[config.mk]
export PLATFORM = sky130hd
export DESIGN_NAME = random_range_generator_flat
export DESIGN_NICKNAME = d
export VERILOG_FILES = /design/src/rtl/random_range_generator_if.sv /design/src/rtl/random_range_generator.sv /design/src/flat_wrapper.sv
export SDC_FILE = /design/constraint.sdc
export NUM_CORES = 1
export LEC_CHECK = 0
export ABC_AREA = 1
export BUFFER_PORTS_ARGS = -buffer_cell sky130_fd_sc_hd__buf_4
export CAP_MARGIN = 20
export CORE_MARGIN = 5
export CORE_UTILIZATION = 54
export CTS_BUF_LIST = sky130_fd_sc_hd__clkbuf_16
export DETAILED_ROUTE_END_ITERATION = 16
export GPL_TIMING_DRIVEN = 0
export PLACE_DENSITY = 0.78
export REMOVE_ABC_BUFFERS = 1
export SLEW_MARGIN = 15
export SYNTH_ARGS = -nofsm -noshare
export SYNTH_HDL_FRONTEND = slang
export SYNTH_SLANG_ARGS = --single-unit
[constraint.sdc]
create_clock -name i_clk -period 2.15 [get_ports i_clk]
set_input_delay 0.43 -clock i_clk [delete_from_list [all_inputs] [get_ports i_clk]]
set_output_delay 0.43 -clock i_clk [all_outputs]
set_load 0.03 [all_outputs]
[src/rtl/random_range_generator_if.sv]
// Request/result bundle between the game-control FSM and the range generator.
// Master drives the request side; slave (the generator) returns the draw.
interface random_range_generator_if #(
    parameter int unsigned WIDTH      = 4,
    parameter int unsigned LFSR_WIDTH = 16
);
    logic                  i_request;
    logic [WIDTH-1:0]      i_max;
    logic                  i_seed_load;
    logic [LFSR_WIDTH-1:0] i_seed;
    logic                  o_busy;
    logic                  o_valid;
    logic [WIDTH-1:0]      o_value;
    logic                  o_fallback;

    modport master (
        output i_request, i_max, i_seed_load, i_seed,
        input  o_busy, o_valid, o_value, o_fallback
    );

    modport slave (
        input  i_request, i_max, i_seed_load, i_seed,
        output o_busy, o_valid, o_value, o_fallback
    );
endinterface

[src/rtl/random_range_generator.sv]
// Uniform draw in 0..i_max from a free-running Galois LFSR, using rejection sampling
// with a bounded fallback so a draw never takes more than MAX_TRIES cycles.
module random_range_generator #(
    parameter int unsigned          WIDTH      = 4,
    parameter int unsigned          LFSR_WIDTH = 16,
    parameter logic [LFSR_WIDTH-1:0] TAPS      = 16'hB400,
    parameter logic [LFSR_WIDTH-1:0] SEED      = 16'hACE1,
    parameter int unsigned          MAX_TRIES  = 8
) (
    input logic                     i_clk,
    input logic                     i_rst_n,
    random_range_generator_if.slave bus
);
    localparam int unsigned TRIES_W = $clog2(MAX_TRIES) + 1;

    typedef enum logic [0:0] {StIdle, StDraw} state_e;

    state_e                state_q;
    logic                  req_q;
    logic [WIDTH-1:0]      max_q;
    logic [TRIES_W-1:0]    tries_q;
    logic [LFSR_WIDTH-1:0] lfsr_q;
    logic [LFSR_WIDTH-1:0] lfsr_d;
    logic [WIDTH-1:0]      mask;
    logic [WIDTH-1:0]      cand;
    logic [WIDTH:0]        fb_diff;
    logic                  rise;

    assign rise = bus.i_request & ~req_q;

    // Smallest all-ones mask covering max_q: bit i set if any bit at or above i is set.
    always_comb begin
        mask = '0;
        for (int i = 0; i < int'(WIDTH); i++) begin
            mask[i] = |(max_q >> i);
        end
    end

    assign cand    = lfsr_q[WIDTH-1:0] & mask;
    // cand <= 2*max_q+1, so this lands in 0..max_q whenever cand > max_q.
    assign fb_diff = {1'b0, cand} - ({1'b0, max_q} + {{WIDTH{1'b0}}, 1'b1});

    always_comb begin
        lfsr_d = lfsr_q[0] ? ((lfsr_q >> 1) ^ TAPS) : (lfsr_q >> 1);
        if (bus.i_seed_load) begin
            lfsr_d = (bus.i_seed == '0) ? SEED : bus.i_seed;
        end
    end

    always_ff @(posedge i_clk or negedge i_rst_n) begin
        if (!i_rst_n) begin
            lfsr_q <= SEED;
            req_q  <= 1'b0;
        end else begin
            lfsr_q <= lfsr_d;
            req_q  <= bus.i_request;
        end
    end

    always_ff @(posedge i_clk or negedge i_rst_n) begin
        if (!i_rst_n) begin
            state_q        <= StIdle;
            max_q          <= '0;
            tries_q        <= '0;
            bus.o_busy     <= 1'b0;
            bus.o_valid    <= 1'b0;
            bus.o_value    <= '0;
            bus.o_fallback <= 1'b0;
        end else begin
            bus.o_valid <= 1'b0;
            unique case (state_q)
                StIdle: begin
                    if (rise) begin
                        max_q      <= bus.i_max;
                        tries_q    <= '0;
                        bus.o_busy <= 1'b1;
                        state_q    <= StDraw;
                    end
                end
                StDraw: begin
                    if (cand <= max_q) begin
                        bus.o_value    <= cand;
                        bus.o_fallback <= 1'b0;
                        bus.o_valid    <= 1'b1;
                        bus.o_busy     <= 1'b0;
                        state_q        <= StIdle;
                    end else if (tries_q == TRIES_W'(MAX_TRIES - 1)) begin
                        bus.o_value    <= fb_diff[WIDTH-1:0];
                        bus.o_fallback <= 1'b1;
                        bus.o_valid    <= 1'b1;
                        bus.o_busy     <= 1'b0;
                        state_q        <= StIdle;
                    end else begin
                        tries_q <= tries_q + 1'b1;
                    end
                end
                default: state_q <= StIdle;
            endcase
        end
    end
endmodule

[src/flat_wrapper.sv]
// flat-port wrapper written by rule: the top's interface ports become plain ports
module random_range_generator_flat 
#(
    parameter int unsigned          WIDTH      = 4,
    parameter int unsigned          LFSR_WIDTH = 16,
    parameter logic [LFSR_WIDTH-1:0] TAPS      = 16'hB400,
    parameter logic [LFSR_WIDTH-1:0] SEED      = 16'hACE1,
    parameter int unsigned          MAX_TRIES  = 8
)
  (i_clk, i_rst_n, bus_i_request, bus_i_max, bus_i_seed_load, bus_i_seed, bus_o_busy, bus_o_valid, bus_o_value, bus_o_fallback);
  random_range_generator_if #(.WIDTH(WIDTH), .LFSR_WIDTH(LFSR_WIDTH)) bus_i ();
  input logic i_clk;
  input logic i_rst_n;
  input wire logic [$bits(bus_i.i_request)-1:0] bus_i_request;
  input wire logic [$bits(bus_i.i_max)-1:0] bus_i_max;
  input wire logic [$bits(bus_i.i_seed_load)-1:0] bus_i_seed_load;
  input wire logic [$bits(bus_i.i_seed)-1:0] bus_i_seed;
  output wire logic [$bits(bus_i.o_busy)-1:0] bus_o_busy;
  output wire logic [$bits(bus_i.o_valid)-1:0] bus_o_valid;
  output wire logic [$bits(bus_i.o_value)-1:0] bus_o_value;
  output wire logic [$bits(bus_i.o_fallback)-1:0] bus_o_fallback;
  assign bus_i.i_request = bus_i_request;
  assign bus_i.i_max = bus_i_max;
  assign bus_i.i_seed_load = bus_i_seed_load;
  assign bus_i.i_seed = bus_i_seed;
  assign bus_o_busy = bus_i.o_busy;
  assign bus_o_valid = bus_i.o_valid;
  assign bus_o_value = bus_i.o_value;
  assign bus_o_fallback = bus_i.o_fallback;
  random_range_generator #(.WIDTH(WIDTH), .LFSR_WIDTH(LFSR_WIDTH), .TAPS(TAPS), .SEED(SEED), .MAX_TRIES(MAX_TRIES)) u_core (.i_clk(i_clk), .i_rst_n(i_rst_n), .bus(bus_i));
endmodule
# [Yosys cells after proc, flatten, opt, wreduce, memory -nomap -nowiden]
# Cells that the tools add are included.
[op_classes] n_addsub=3 multipliers=0 div=0 n_lt_le_gt_ge=1 n_eq_ne=5 n_shift=0 n_mux=22 bitwise_logic=5 reduce_logical=9
[ops] cell="$mux 16" n=3
[ops] cell="$mux 4" n=5
[ops] cell="$logic_not 16->1" n=1
[ops] cell="$mux 1" n=11
[ops] cell="$add 4x1->4 const B" n=2
[ops] cell="$pmux 4 s2" n=1
[ops] cell="$reduce_and 2->1" n=3
[ops] cell="$and 4x4->4" n=1
[ops] cell="$eq 4x3->1 const B" n=1
[ops] cell="$le 4x4->1" n=1
[ops] cell="$ne 2x2->1 const B" n=2
[ops] cell="$not 3->4" n=1
[ops] cell="$pmux 1 s2" n=2
[ops] cell="$reduce_or 4->1" n=1
[ops] cell="$sub 4x4->4" n=1
[ops] cell="$ne 3x3->1 const B" n=1
[ops] cell="$reduce_and 3->1" n=1
[ops] cell="$reduce_or 3->1" n=1
[ops] cell="$ne 2x1->1 const B" n=1
[ops] cell="$not 1->1" n=2
[ops] cell="$reduce_bool 2->1" n=1
[ops] cell="$reduce_or 2->1" n=1
[ops] cell="$and 1x1->1" n=1
[word_totals] regBits=33 latch_bits=0 ramBits=0 romBits=0 inputBits=24 out_inout_bits=7 wordCells=54 mem_count=0

# [Logic depth before layout (Yosys ltp)]
[logic_depth] ltp_word=5 depth_mapped=13

# [Least setup slack after synthesis]
# Ideal clock, no wire load.
[synth_timing] path_type="reg-to-reg" start="register u_core.max_q[3]" end="register u_core.tries_q[0]" setup_time_ns=0.117 arrival_ns=1.726 required_ns=2.033 path_slack_ns=0.306 path_stages_with_launch=12 path_buffers=0 path_cell_list="dfrtp_1 nor2_1 a21boi_0 ha_1 nand2_2 inv_2 nand2_2 inv_2 nor2_4 nand4_2 nand3_1 nand2_1"
[synth_between] elab_chain_len=5 word_cells_on_any_way=7
[synth_lines] item="start, declared" line="random_range_generator.sv:20" rtl="logic [WIDTH-1:0] max_q;"
[synth_lines] item="start signal, assigned" line="random_range_generator.sv:74" rtl="max_q <= bus.i_max;"
[synth_lines] item="$reduce_or 4->1, or another cell as far along" line="random_range_generator.sv:35" rtl="mask[i] = |(max_q >> i);"
[synth_lines] item="$and 4x4->4" line="random_range_generator.sv:39" rtl="assign cand = lfsr_q[WIDTH-1:0] & mask;"
[synth_lines] item="$le 4x4->1 *" line="random_range_generator.sv:81" rtl="if (cand <= max_q) begin"
[synth_lines] item="$ne 2x2->1 (no source line) *"
[synth_lines] item="$reduce_and 3->1 (no source line) *"
[synth_lines] item="end signal, assigned" line="random_range_generator.sv:94" rtl="tries_q <= tries_q + 1'b1;"
[synth_lines] item="end, declared" line="random_range_generator.sv:21" rtl="logic [TRIES_W-1:0] tries_q;"
# Mark *: on every way between the ends. The rest lies on a longest branch, timed or not.
# A chain may end at the register's enable or synchronous reset.

# [Final worst setup path]
[layout_timing] start="register u_core.max_q[3]" end="register u_core.tries_q[1]"
# Same word-level chain as after synthesis.

==> impl_metrics.tcl <==
set metrics [dict create \
    slowest_delay_ns 0.42 \
    synth-edff-count 0 \
    arrival_ns 2.16 \
    holdCritPathClass "in2async" \
    finalSetupViolations 0 \
    dpl.cell_count 254 \
    outcome "finished clean" \
    slowest_stage "dfrtp_1" \
    p_per_area_mw_per_mm2 1030 \
    post_dp_cell_area_mm2 0.00192 \
    cts_sinks 33 \
    routabilityCongestion 0.841 \
    ys_seq_elements 33 \
    firstDrtPassIters 4 \
    wl_per_cell_um 12.2 \
    pwr-share-comb 0.307 \
    finalMaxSlewViolations 0 \
    syn2layout_area_growth_pct 23.5 \
    rows 20 \
    worstSetupPathType "reg2reg" \
    drive_gt1_frac 0.275 \
    place_ws_ns 0.0108 \
    period_share 0.929 \
    path_buf_inv 1 \
    drt_iter0_drc 87 \
    initial_core_util 0.556 \
    finClkSkew_ns 0.00431 \
    start_kind "flop" \
    path_cells "nor2_2 > nand3_1 > and2_1 > ha_1 > nand2_2 > inv_2 > nor2_4 > nand4_2 > nand3_1 > nand2_1" \
    crit_family "simple AND/OR/NAND/NOR gates" \
    nNetsFinal 258 \
    core_region_area_mm2 0.00300 \
    cts_root_buf "clkbuf_16" \
    muxShareOfSynthArea 0.00675 \
    n_fill_cell 266 \
    tightest_slew_ns 0.420 \
    io_buffers 30 \
    overflow 0 \
    viasPerCell 5.10 \
    cpMostUsedCell "nand3_1" \
    ys_seq_area_frac 0.501 \
    io_pins 31 \
    synth_cell_types 26 \
    avgSynthCellArea_um2 8.56 \
    clk_latency_ns 0.27 \
    die-area_mm2 0.00430 \
    maxCapViolCount 0 \
    fin_util 0.686 \
    dieHeight_um 65.6 \
    synth_top_family_by_area "simple AND/OR/NAND/NOR gates" \
    synth-simple-area-share 0.319 \
    power_frac_seq 0.386 \
    ant_nets 0 \
    hold_violations 0 \
    antenna_cells 0 \
    p_leak_nw 1.07 \
    crit_path_max_fanout 5 \
    grt_use_total 0.176 \
    worst_slack_ns 0.152 \
    dieWidth_um 65.6 \
    grt_pass1_vias 1314 \
    cts_tree "done" \
    synth_xor_area_frac 0.0262 \
    irDropWorstVdd_mv 0.593 \
    clk_pin_slew_ns 0.05 \
    whs_ns 0.0860 \
    pwr-share-clk 0.307 \
    power_switching_mw 0.708 \
    syn_inst 195 \
    crit_path_end_kind "flop" \
    final_cell_area_mm2 0.00206 \
    synth_fa_ha_area_frac 0.0495 \
    cts-htree-levels 2 \
    p_sw_frac 0.334 \
    postCtsSetupBuffers 0 \
    cts_buffer_depth 2 \
    relSlewSlack 0.720 \
    synth_ff_type "dfrtp_1" \
    grt_max_degree 34 \
    async_flop_share 1.00 \
    p_int_mw 1.41 \
    total_power_mw 2.12 \
    multi_input_area_um2 758 \
    wl_um 3200 \
    drc 0 \
    num_vias 1335 \
    synth_warnings 0 \
    grt_pass1_wl_um 5720 \
    synth_compound_area_frac 0.0495 \
    max_clock_freq_mhz 500 \
    seq_area_um2 836 \
    cp.required_ns 2.31 \
    cts_inserted_buffers 5 \
    place_hpwl_um 2350 \
    fin_crit_ns 2.00 \
    finalSetupTns_ns 0 \
    antenna_found_initial 0 \
    netlist_area_mm2 0.00167 \
    final_cells 262 \
]
[flip-flops by register name, indices dropped and copies added, names as in the netlist]
| signal | flops |
|---|---|
| u_core.req_q | 1 |
| u_core.bus.o_valid | 1 |
| u_core.bus.o_busy | 1 |
| u_core.bus.o_fallback | 1 |
| u_core.state_q | 1 |
| u_core.tries_q | 4 |
| u_core.lfsr_q | 16 |
| u_core.bus.o_value | 4 |
| u_core.max_q | 4 |
[routing by layer]
metal  part of all wire  track usage  vias to the layer above
met1               0.45        0.209                      606
met2               0.47        0.292                       38
li1                   -            -                      685
met5                  0            0                        -
met4              0.021       0.0855                        0
met3              0.059       0.0513                        6
[synthesized netlist by cell type (2+ instances only)]
| cell type | number | area share |
|---|---|---|
| nor2_1 | 28 | 0.063 |
| nand3_1 | 16 | 0.048 |
| ha_1 | 5 | 0.037 |
| buf_2 | 3 | 0.0090 |
| o21ai_0 | 3 | 0.0090 |
| inv_2 | 3 | 0.0067 |
| a21oi_1 | 12 | 0.036 |
| xor2_1 | 5 | 0.026 |
| nor4_1 | 2 | 0.0075 |
| inv_1 | 12 | 0.027 |
| nand2_4 | 2 | 0.013 |
| nand2_2 | 4 | 0.015 |
| nand2_1 | 55 | 0.12 |
| dfstp_2 | 8 | 0.13 |
| dfrtp_1 | 25 | 0.37 |
| nor2_4 | 2 | 0.013 |
[what timing repair did]
action,4_1_cts,5_1_grt
gates resized for setup,1,2
hold buffers,0,0
endpoints found under the setup margin,1,4
[cells in the final DEF, fill, tap and decap left out]
cell type	n
a21boi_2	1
a21oi_1	12
and2_1	1
buf_4	30
clkbuf_16	5
clkinv_1	2
clkinv_2	1
dfrtp_1	25
dfstp_2	8
fa_1	1
ha_1	5
inv_1	12
inv_2	3
inv_4	1
mux2_2	1
nand2_1	55
nand2_2	4
nand2_4	2
nand3_1	16
nand3b_2	1
nand4_2	1
nand4_4	1
nor2_1	27
nor2_2	1
nor2_4	2
nor4_1	2
o21ai_0	3
or2_2	1
xor2_1	5
[final timing paths]
path                                   from                 to  slack, ns  cells past startpoint
max                         u_core.max_q[3]  u_core.tries_q[1]       0.15                     10
min in group i_clk            bus_i_request       u_core.req_q       0.28                      1
max in group asynchronous           i_rst_n   u_core.lfsr_q[6]       1.73                      1
min reg2reg                u_core.lfsr_q[4]   u_core.lfsr_q[3]       0.45                      2
max reg2reg                 u_core.max_q[3]  u_core.tries_q[1]       0.15                     10
min                                 i_rst_n  u_core.tries_q[2]       0.09                      1
[power by group through the flow]
stage                     Sequential, mW  Combinational [mW]  Clock (mW)
after floorplan                    0.914               0.350           0
after global placement             0.819               0.642           0
after detailed placement           0.824               0.650           0
after CTS                          0.816               0.655       0.673
after global routing               0.834               0.734       0.703
final                              0.817               0.650       0.650
[cells by family after synthesis]
| group | after synthesis |
|---|---|
| AO/OA/AOI/OAI | 16 |
| XOR/XNOR | 5 |
| adder cells (fa/ha/maj) | 6 |
| buffers and inverters | 20 |
| flip-flops | 33 |
| multiplexers | 1 |
| AND/OR/NAND/NOR | 114 |
[worst register-to-register path, cell delays in order (launching register included)]
cell and delay, ns:
dfrtp_1 0.42, nor2_2 0.19, nand3_1 0.08, and2_1 0.18, ha_1 0.31, nand2_2 0.14
inv_2 0.07, nor2_4 0.16, nand4_2 0.17, nand3_1 0.11, nand2_1 0.06
[layout make-up]
type	instances	share of cell area
multi-input combinational	142	0.368
sequential	33	0.406
clock inverter	3	0.00607
clock buffer	5	0.0607
timing repair buffer	30	0.109
tap	33	0.0200
inverter	16	0.0304
Power figures use the tool's default switching activity.
